**src/rtl/mc_main_control_if.sv**
```systemverilog
// rtl/mc_main_control_if.sv - control bus between the main FSM and the MIPS-lite datapath
// Purpose: bundles the datapath status inputs and every enable/select the
//          main control FSM drives.
// Modports:
//   master - controller side: receives op/zero/neg/mem_ready, drives strobes/selects
//   slave  - datapath side: drives op/zero/neg/mem_ready, receives strobes/selects
interface mc_main_control_if;
    logic [5:0] op;
    logic       zero;
    logic       neg;
    logic       mem_ready;
    logic       pcwrite;
    logic       pcwritecond;
    logic       iord;
    logic       memread;
    logic       memwrite;
    logic       irwrite;
    logic [1:0] memtoreg;
    logic [1:0] regdst;
    logic       regwrite;
    logic       alusrca;
    logic [1:0] alusrcb;
    logic       zeroext;
    logic [1:0] pcsource;
    logic       aluop2;
    logic       aluop1;
    logic       aluop0;

    modport master (
        input  op, zero, neg, mem_ready,
        output pcwrite, pcwritecond, iord, memread, memwrite, irwrite,
               memtoreg, regdst, regwrite, alusrca, alusrcb, zeroext,
               pcsource, aluop2, aluop1, aluop0
    );

    modport slave (
        output op, zero, neg, mem_ready,
        input  pcwrite, pcwritecond, iord, memread, memwrite, irwrite,
               memtoreg, regdst, regwrite, alusrca, alusrcb, zeroext,
               pcsource, aluop2, aluop1, aluop0
    );
endinterface

```
**src/rtl/mc_main_control.sv**
```systemverilog
// rtl/mc_main_control.sv - multi-cycle main control FSM for the MIPS-lite datapath
// Purpose: sequences fetch/decode/execute/memory/writeback for R-type, lw, sw,
//          beq, j, nori and blezal, with a memory-ready wait handshake.
// Ports:
//   clk        - clock, rising edge
//   rst_n      - asynchronous active-low reset (state returns to FETCH at once)
//   ctl        - mc_main_control_if.master: op/zero/neg/mem_ready in, all
//                datapath enables, mux selects and aluop2..0 out
//   state_o    - current state, debug
//   illegal_op - (only with MC_ILLEGAL_TRAP_EN) high while trapped on an unknown opcode
// Optional feature: define MC_ILLEGAL_TRAP_EN to send unknown opcodes to a
//          TRAP state that holds until reset instead of returning to FETCH.
module mc_main_control (
    input  logic                 clk,
    input  logic                 rst_n,
    mc_main_control_if.master    ctl,
    output logic [3:0]           state_o
`ifdef MC_ILLEGAL_TRAP_EN
    ,
    output logic                 illegal_op
`endif
);

    localparam logic [5:0] OP_RTYPE  = 6'b000000;
    localparam logic [5:0] OP_LW     = 6'b100011;
    localparam logic [5:0] OP_SW     = 6'b101011;
    localparam logic [5:0] OP_BEQ    = 6'b000100;
    localparam logic [5:0] OP_J      = 6'b000010;
    localparam logic [5:0] OP_NORI   = 6'b001100;
    localparam logic [5:0] OP_BLEZAL = 6'b000110;

    typedef enum logic [3:0] {
        S_FETCH  = 4'd0,
        S_DECODE = 4'd1,
        S_MEMADR = 4'd2,
        S_MEMRD  = 4'd3,
        S_MEMWB  = 4'd4,
        S_MEMWR  = 4'd5,
        S_REXEC  = 4'd6,
        S_RWB    = 4'd7,
        S_BEQ    = 4'd8,
        S_JUMP   = 4'd9,
        S_NORIEX = 4'd10,
        S_NORIWB = 4'd11,
        S_BLEZAL = 4'd12,
        S_TRAP   = 4'd13
    } state_t;

    state_t     state_q, state_d;
    logic [2:0] aluop;
    logic       blez_c;

    // blezal takes the branch (and links) when rs <= 0, i.e. ALU sees zero or negative
    assign blez_c = ctl.zero | ctl.neg;

    always_comb begin
        state_d = S_FETCH;
        case (state_q)
            S_FETCH:  state_d = ctl.mem_ready ? S_DECODE : S_FETCH;
            S_DECODE: begin
                case (ctl.op)
                    OP_LW, OP_SW: state_d = S_MEMADR;
                    OP_RTYPE:     state_d = S_REXEC;
                    OP_BEQ:       state_d = S_BEQ;
                    OP_J:         state_d = S_JUMP;
                    OP_NORI:      state_d = S_NORIEX;
                    OP_BLEZAL:    state_d = S_BLEZAL;
`ifdef MC_ILLEGAL_TRAP_EN
                    default:      state_d = S_TRAP;
`else
                    default:      state_d = S_FETCH;
`endif
                endcase
            end
            S_MEMADR: state_d = (ctl.op == OP_LW) ? S_MEMRD : S_MEMWR;
            S_MEMRD:  state_d = ctl.mem_ready ? S_MEMWB : S_MEMRD;
            S_MEMWB:  state_d = S_FETCH;
            S_MEMWR:  state_d = ctl.mem_ready ? S_FETCH : S_MEMWR;
            S_REXEC:  state_d = S_RWB;
            S_RWB:    state_d = S_FETCH;
            S_BEQ:    state_d = S_FETCH;
            S_JUMP:   state_d = S_FETCH;
            S_NORIEX: state_d = S_NORIWB;
            S_NORIWB: state_d = S_FETCH;
            S_BLEZAL: state_d = S_FETCH;
`ifdef MC_ILLEGAL_TRAP_EN
            S_TRAP:   state_d = S_TRAP;
`endif
            default:  state_d = S_FETCH;
        endcase
    end

    always_ff @(posedge clk or negedge rst_n) begin
        if (!rst_n) begin
            state_q <= S_FETCH;
        end else begin
            state_q <= state_d;
        end
    end

    // Moore decode; FETCH strobes wait on mem_ready, BLEZAL strobes on zero/neg.
    always_comb begin
        ctl.pcwrite     = 1'b0;
        ctl.pcwritecond = 1'b0;
        ctl.iord        = 1'b0;
        ctl.memread     = 1'b0;
        ctl.memwrite    = 1'b0;
        ctl.irwrite     = 1'b0;
        ctl.memtoreg    = 2'b00;
        ctl.regdst      = 2'b00;
        ctl.regwrite    = 1'b0;
        ctl.alusrca     = 1'b0;
        ctl.alusrcb     = 2'b00;
        ctl.zeroext     = 1'b0;
        ctl.pcsource    = 2'b00;
        aluop           = 3'b000;
        case (state_q)
            S_FETCH: begin
                ctl.memread  = 1'b1;
                ctl.alusrcb  = 2'b01;
                // PC/IR loads are held off while reset is asserted
                ctl.irwrite  = ctl.mem_ready & rst_n;
                ctl.pcwrite  = ctl.mem_ready & rst_n;
            end
            S_DECODE: begin
                ctl.alusrcb  = 2'b11;
            end
            S_MEMADR: begin
                ctl.alusrca  = 1'b1;
                ctl.alusrcb  = 2'b10;
            end
            S_MEMRD: begin
                ctl.memread  = 1'b1;
                ctl.iord     = 1'b1;
            end
            S_MEMWB: begin
                ctl.regwrite = 1'b1;
                ctl.memtoreg = 2'b01;
            end
            S_MEMWR: begin
                ctl.memwrite = 1'b1;
                ctl.iord     = 1'b1;
            end
            S_REXEC: begin
                ctl.alusrca  = 1'b1;
                aluop        = 3'b010;
            end
            S_RWB: begin
                ctl.regwrite = 1'b1;
                ctl.regdst   = 2'b01;
            end
            S_BEQ: begin
                ctl.alusrca     = 1'b1;
                aluop           = 3'b001;
                ctl.pcwritecond = 1'b1;
                ctl.pcsource    = 2'b01;
            end
            S_JUMP: begin
                ctl.pcwrite  = 1'b1;
                ctl.pcsource = 2'b10;
            end
            S_NORIEX: begin
                ctl.alusrca  = 1'b1;
                ctl.alusrcb  = 2'b10;
                ctl.zeroext  = 1'b1;
                aluop        = 3'b011;
            end
            S_NORIWB: begin
                ctl.regwrite = 1'b1;
            end
            S_BLEZAL: begin
                ctl.alusrca  = 1'b1;
                aluop        = 3'b100;
                ctl.pcwrite  = blez_c;
                ctl.pcsource = 2'b01;
                ctl.regwrite = blez_c;
                ctl.regdst   = 2'b10;
                ctl.memtoreg = 2'b10;
            end
            default: begin
            end
        endcase
    end

    assign ctl.aluop2 = aluop[2];
    assign ctl.aluop1 = aluop[1];
    assign ctl.aluop0 = aluop[0];
    assign state_o    = state_q;

`ifdef MC_ILLEGAL_TRAP_EN
    assign illegal_op = (state_q == S_TRAP);
`endif

endmodule

```
**src/flat_wrapper.sv**
```systemverilog
// flat-port wrapper written by rule: the top's interface ports become plain ports
module mc_main_control_flat 
  (clk, rst_n, state_o, ctl_op, ctl_zero, ctl_neg, ctl_mem_ready, ctl_pcwrite, ctl_pcwritecond, ctl_iord, ctl_memread, ctl_memwrite, ctl_irwrite, ctl_memtoreg, ctl_regdst, ctl_regwrite, ctl_alusrca, ctl_alusrcb, ctl_zeroext, ctl_pcsource, ctl_aluop2, ctl_aluop1, ctl_aluop0);
  mc_main_control_if ctl_i ();
  input  logic clk;
  input  logic rst_n;
  output logic [3:0] state_o;
  input wire logic [$bits(ctl_i.op)-1:0] ctl_op;
  input wire logic [$bits(ctl_i.zero)-1:0] ctl_zero;
  input wire logic [$bits(ctl_i.neg)-1:0] ctl_neg;
  input wire logic [$bits(ctl_i.mem_ready)-1:0] ctl_mem_ready;
  output wire logic [$bits(ctl_i.pcwrite)-1:0] ctl_pcwrite;
  output wire logic [$bits(ctl_i.pcwritecond)-1:0] ctl_pcwritecond;
  output wire logic [$bits(ctl_i.iord)-1:0] ctl_iord;
  output wire logic [$bits(ctl_i.memread)-1:0] ctl_memread;
  output wire logic [$bits(ctl_i.memwrite)-1:0] ctl_memwrite;
  output wire logic [$bits(ctl_i.irwrite)-1:0] ctl_irwrite;
  output wire logic [$bits(ctl_i.memtoreg)-1:0] ctl_memtoreg;
  output wire logic [$bits(ctl_i.regdst)-1:0] ctl_regdst;
  output wire logic [$bits(ctl_i.regwrite)-1:0] ctl_regwrite;
  output wire logic [$bits(ctl_i.alusrca)-1:0] ctl_alusrca;
  output wire logic [$bits(ctl_i.alusrcb)-1:0] ctl_alusrcb;
  output wire logic [$bits(ctl_i.zeroext)-1:0] ctl_zeroext;
  output wire logic [$bits(ctl_i.pcsource)-1:0] ctl_pcsource;
  output wire logic [$bits(ctl_i.aluop2)-1:0] ctl_aluop2;
  output wire logic [$bits(ctl_i.aluop1)-1:0] ctl_aluop1;
  output wire logic [$bits(ctl_i.aluop0)-1:0] ctl_aluop0;
  assign ctl_i.op = ctl_op;
  assign ctl_i.zero = ctl_zero;
  assign ctl_i.neg = ctl_neg;
  assign ctl_i.mem_ready = ctl_mem_ready;
  assign ctl_pcwrite = ctl_i.pcwrite;
  assign ctl_pcwritecond = ctl_i.pcwritecond;
  assign ctl_iord = ctl_i.iord;
  assign ctl_memread = ctl_i.memread;
  assign ctl_memwrite = ctl_i.memwrite;
  assign ctl_irwrite = ctl_i.irwrite;
  assign ctl_memtoreg = ctl_i.memtoreg;
  assign ctl_regdst = ctl_i.regdst;
  assign ctl_regwrite = ctl_i.regwrite;
  assign ctl_alusrca = ctl_i.alusrca;
  assign ctl_alusrcb = ctl_i.alusrcb;
  assign ctl_zeroext = ctl_i.zeroext;
  assign ctl_pcsource = ctl_i.pcsource;
  assign ctl_aluop2 = ctl_i.aluop2;
  assign ctl_aluop1 = ctl_i.aluop1;
  assign ctl_aluop0 = ctl_i.aluop0;
  mc_main_control u_core (.clk(clk), .rst_n(rst_n), .ctl(ctl_i), .state_o(state_o));
endmodule
```
**config.mk**
```make
export PLATFORM = sky130hd
export DESIGN_NAME = mc_main_control_flat
export DESIGN_NICKNAME = d
export VERILOG_FILES = /design/src/rtl/mc_main_control_if.sv /design/src/rtl/mc_main_control.sv /design/src/flat_wrapper.sv
export SDC_FILE = /design/constraint.sdc
export NUM_CORES = 1
export LEC_CHECK = 0
export CELL_PAD_IN_SITES_DETAIL_PLACEMENT = 1
export CELL_PAD_IN_SITES_GLOBAL_PLACEMENT = 1
export CORE_MARGIN = 5
export CORE_UTILIZATION = 23
export DETAILED_ROUTE_END_ITERATION = 10
export GPL_TIMING_DRIVEN = 0
export PLACE_DENSITY = 0.75
export SYNTH_ARGS = -nofsm -noshare
export SYNTH_HDL_FRONTEND = slang
export SYNTH_SLANG_ARGS = --single-unit
```
**constraint.sdc**
```tcl
create_clock -name clk -period 1.8 [get_ports clk]
set_input_delay 0.36 -clock clk [delete_from_list [all_inputs] [get_ports clk]]
set_output_delay 0.36 -clock clk [all_outputs]
set_load 0.1 [all_outputs]
```
==> impl_metrics.prom <==
# TYPE chip_impl_metric gauge
chip_impl_metric{name="io_buffer_count",unit=""} 34
chip_impl_metric{name="fp.coreArea",unit="µm²"} 2212
chip_impl_metric{name="place.gp.congestion",unit=""} 0.7847
chip_impl_metric{name="detail_route.drc_violations",unit=""} 0
chip_impl_metric{name="global_route.overflow_total",unit=""} 0
chip_impl_info{name="cts-root-buf",value="clkbuf_4"} 1
chip_impl_metric{name="detail_route.first_pass.iterations",unit=""} 4
chip_impl_info{name="path_cells",value="buf_8 -> and3_4 -> o21ai_2 -> or3b_4 -> buf_12"} 1
chip_impl_metric{name="maximum_number_of_pins_on_one_net_before_global_route_repair",unit=""} 11
chip_impl_metric{name="final_design_area_no_fill",unit="µm²"} 1608
chip_impl_metric{name="synth_fp_nets",unit=""} 84
chip_impl_metric{name="ys_seq_area_frac",unit=""} 0.1887
chip_impl_info{name="type_of_the_worst_min_delay_path",value="input pin to async pin"} 1
chip_impl_metric{name="worst_slack",unit="ps"} -233.0
chip_impl_metric{name="largest_register_ffs",unit=""} 4
chip_impl_metric{name="cellPowerDensity",unit="nW/µm²"} 580.4
chip_impl_metric{name="hold_viol_final",unit=""} 0
chip_impl_metric{name="slew_viol_final",unit=""} 0
chip_impl_metric{name="grt_pass1_wl",unit="µm"} 4174
chip_impl_info{name="most-common-layout-cells",value="buf_12, nor2_4, clkdlybuf4s50_1"} 1
chip_impl_metric{name="timing.max_cap.violations",unit=""} 0
chip_impl_metric{name="max_freq",unit="MHz"} 491.9
chip_impl_metric{name="arrival",unit="ps"} 1670
chip_impl_metric{name="viasPerCell",unit=""} 5.290
chip_impl_metric{name="timing.final.crit_share",unit=""} 1.129
chip_impl_metric{name="slew-limit-headroom",unit=""} 0.3653
chip_impl_metric{name="numClockSinks",unit=""} 4
chip_impl_metric{name="crit_required",unit="ps"} 1440
chip_impl_metric{name="synth-simple-area-share",unit=""} 0.4269
chip_impl_metric{name="initial_antenna_violation_count",unit=""} 0
chip_impl_metric{name="design.portCount",unit=""} 35
chip_impl_metric{name="drive_gt1_frac",unit=""} 0.6850
chip_impl_metric{name="report.final.setup_viol",unit=""} 17
chip_impl_metric{name="grt_pass1_vias",unit=""} 859
chip_impl_metric{name="synthesis_to_finish_area_growth",unit="%"} 203.1
chip_impl_metric{name="insertedDiodeCount",unit=""} 0
chip_impl_metric{name="cts.htree.levels",unit=""} 1
chip_impl_metric{name="peakVddDrop",unit="mV"} 0.7225
chip_impl_info{name="unrepaired_setup_endpoints_after_global_routing",value="yes"} 1
chip_impl_metric{name="dieArea",unit="µm²"} 3367
chip_impl_info{name="synth_top_family_by_area",value="simple AND/OR/NAND/NOR gates"} 1
chip_impl_info{name="most_common_cell_after_layout_fill_and_taps_aside",value="buf_12"} 1
chip_impl_info{name="status",value="finished with violations"} 1
chip_impl_metric{name="worstMarginPinSlew",unit="ps"} 955.8
chip_impl_metric{name="clock_path_buffers",unit=""} 2
chip_impl_metric{name="final_period_minus_worst_setup_slack",unit="ps"} 2033
chip_impl_info{name="worst_path_max_delay_cell",value="dfrtp_4"} 1
chip_impl_metric{name="post_synth_xor_area_fraction",unit=""} 0.04953
chip_impl_metric{name="hpwlAfterDp",unit="µm"} 1723
chip_impl_metric{name="cts_buffers",unit=""} 3
chip_impl_metric{name="die_h",unit="µm"} 58.03
chip_impl_info{name="worst_setup_path_start_kind",value="flip-flop"} 1
chip_impl_metric{name="detail_route.wl_per_cell",unit="µm"} 22.92
chip_impl_metric{name="num-fill-cells",unit=""} 220
chip_impl_metric{name="dr_total_vias",unit=""} 820
chip_impl_info{name="failed_checks",value="negative setup slack"} 1
chip_impl_metric{name="drt_wl_total",unit="µm"} 3553
chip_impl_metric{name="final_setup_skew",unit="ps"} 7.653
chip_impl_metric{name="dpl_cell_area",unit="µm²"} 1115
chip_impl_metric{name="synth-compound-area-share",unit=""} 0.2476
chip_impl_metric{name="cp_max_fo",unit=""} 7
chip_impl_metric{name="floorplan.initialDensity",unit=""} 0.2398
chip_impl_metric{name="synth.lib_cells_used.distinct",unit=""} 37
chip_impl_metric{name="placement_rows",unit=""} 17
chip_impl_metric{name="syn_area_per_cell",unit="µm²"} 7.267
chip_impl_metric{name="clk_latency",unit="ps"} 240
chip_impl_info{name="end_kind",value="primary output"} 1
chip_impl_metric{name="die_w",unit="µm"} 58.03
chip_impl_metric{name="synthCells",unit=""} 73
chip_impl_metric{name="pre_cts_slack",unit="ps"} -1017
chip_impl_metric{name="leakage_power",unit="nW"} 0.6051
chip_impl_info{name="cts_tree",value="yes"} 1
chip_impl_metric{name="syn_std_cell_area",unit="µm²"} 530.5
chip_impl_metric{name="globalRouteTotalUtil",unit=""} 0.1643
chip_impl_metric{name="final_antenna_net_count",unit=""} 0
chip_impl_metric{name="final_nets",unit=""} 140
chip_impl_info{name="worst-setup-path-type",value="flip-flop to primary output"} 1
chip_impl_metric{name="synth-seq-cells",unit=""} 4
chip_impl_metric{name="yosys-mux-area-fraction",unit=""} 0.02123
chip_impl_metric{name="synth.yosys.warnings",unit=""} 0
chip_impl_metric{name="cp_slowest_stage_delay",unit="ps"} 470
chip_impl_metric{name="clk_pin_slew_worst_paths",unit="ps"} 40
chip_impl_metric{name="synth_fa_ha_area_frac",unit=""} 0
chip_impl_metric{name="detail_route.iter0.violations",unit=""} 16
kinds of logic (layout without fill, tap and decap cells):
kind of cell              after synthesis  after routing
muxes                                   1              1
DFF                                     4              4
buffers and inverters                   6             60
and+or+nand+nor                        40             40
AOI/OAI and AO/OA                      19             19
xor gates and xnor gates                3              3
metrics by stage:
step	cells	hold slack, ps	util	setup TNS, ps	total power, mW
floorplan	73	64.43	-	-3565	0.5131
global placement	135	591.7	0.5040	-14830	0.6274
detailed placement	135	595.5	0.5040	-15020	0.6323
CTS	145	334.8	0.6069	-1142	0.8473
global route	155	612.5	0.7268	-2610	0.9756
finish	155	598.1	0.7268	-1641	0.9331
where the power goes:
part           internal, mW  switching [mW]
registers             0.102          0.0182
clock network        0.0746          0.0372
logic                 0.286           0.415
cell usage after synthesis (all sizes together):
| cell type | n | area [µm²] |
|---|---|---|
| nor2 | 11 | 41.29 |
| o21ai | 8 | 40.03 |
| nand2b | 7 | 43.79 |
| dfrtp | 4 | 100.1 |
| and3 | 3 | 18.77 |
| buf | 3 | 23.77 |
| clkbuf | 3 | 11.26 |
| nand2 | 3 | 11.26 |
| nor3 | 3 | 15.01 |
| and2 | 2 | 12.51 |
| nor4 | 2 | 12.51 |
| o32ai | 2 | 25.03 |
| or2 | 2 | 12.52 |
| xnor2 | 2 | 17.52 |
| a21o | 1 | 7.510 |
| a21oi | 1 | 5.000 |
| a31oi | 1 | 6.260 |
| and4 | 1 | 8.760 |
| mux2 | 1 | 11.26 |
| nand3 | 1 | 5.000 |
| nand3b | 1 | 7.510 |
| nand4b | 1 | 8.760 |
| nor2b | 1 | 6.260 |
| o2111ai | 1 | 8.760 |
| o21a | 1 | 7.510 |
| o21bai | 1 | 7.510 |
| o221ai | 1 | 8.760 |
| o22ai | 1 | 6.260 |
| o31a | 1 | 8.760 |
| or3b | 1 | 8.760 |
| or4b | 1 | 13.76 |
| xor2 | 1 | 8.760 |
what timing repair did:
action | CTS | global route
setup buffers | 6 | 8
gates resized for setup | 177 | 38
setup endpoints to repair | 24 | 22
hold buffers | 0 | 1
hold endpoints to repair | 0 | 4
cloned | 1 | 1
pin swaps | 3 | 6
final cells by class:
cell class	instances	area, µm²	area share
Timing Repair Buffer	51	723.2	0.4498
Multi-Input combinational cell	63	603.1	0.3751
Sequential cell	4	115.1	0.07160
Clock buffer	3	22.52	0.01401
Tap cell	28	35.03	0.02179
Buffer	6	108.9	0.06770
worst paths after layout:
kind,start,end,slack [ps],depth (start not counted)
min in group clk,ctl_mem_ready,u_core.state_o[1]$_DFF_PN0_,780,4
hold reg to reg,u_core.state_o[1]$_DFF_PN0_,u_core.state_o[2]$_DFF_PN0_,870,3
hold / removal,rst_n,u_core.state_o[1]$_DFF_PN0_,600,2
setup reg to reg,u_core.state_o[2]$_DFF_PN0_,u_core.state_o[3]$_DFF_PN0_,30,4
setup / recovery,u_core.state_o[2]$_DFF_PN0_,ctl_pcwrite,-230,5
max in group asynchronous,rst_n,u_core.state_o[2]$_DFF_PN0_,980,2
metal layers:
layer	part of all wire	routed length, µm	global-route usage	vias to the layer above
met2	0.57	2020	0.3161	31
met4	0.0073	26	0.04636	0
met1	0.38	1352	0.1651	412
li1	-	-	-	375
met5	0	0	0	-
met3	0.043	154	0.05568	2
critical path, delay by kind of cell (launching register included):
| family | cells | cell delay, ps |
|---|---|---|
| AND/OR/NAND/NOR | 2 | 590 |
| buffers and inverters | 2 | 310 |
| flip-flops | 1 | 470 |
| AO/OA/AOI/OAI | 1 | 60 |
No activity file was read; power rests on OpenSTA's default activity.
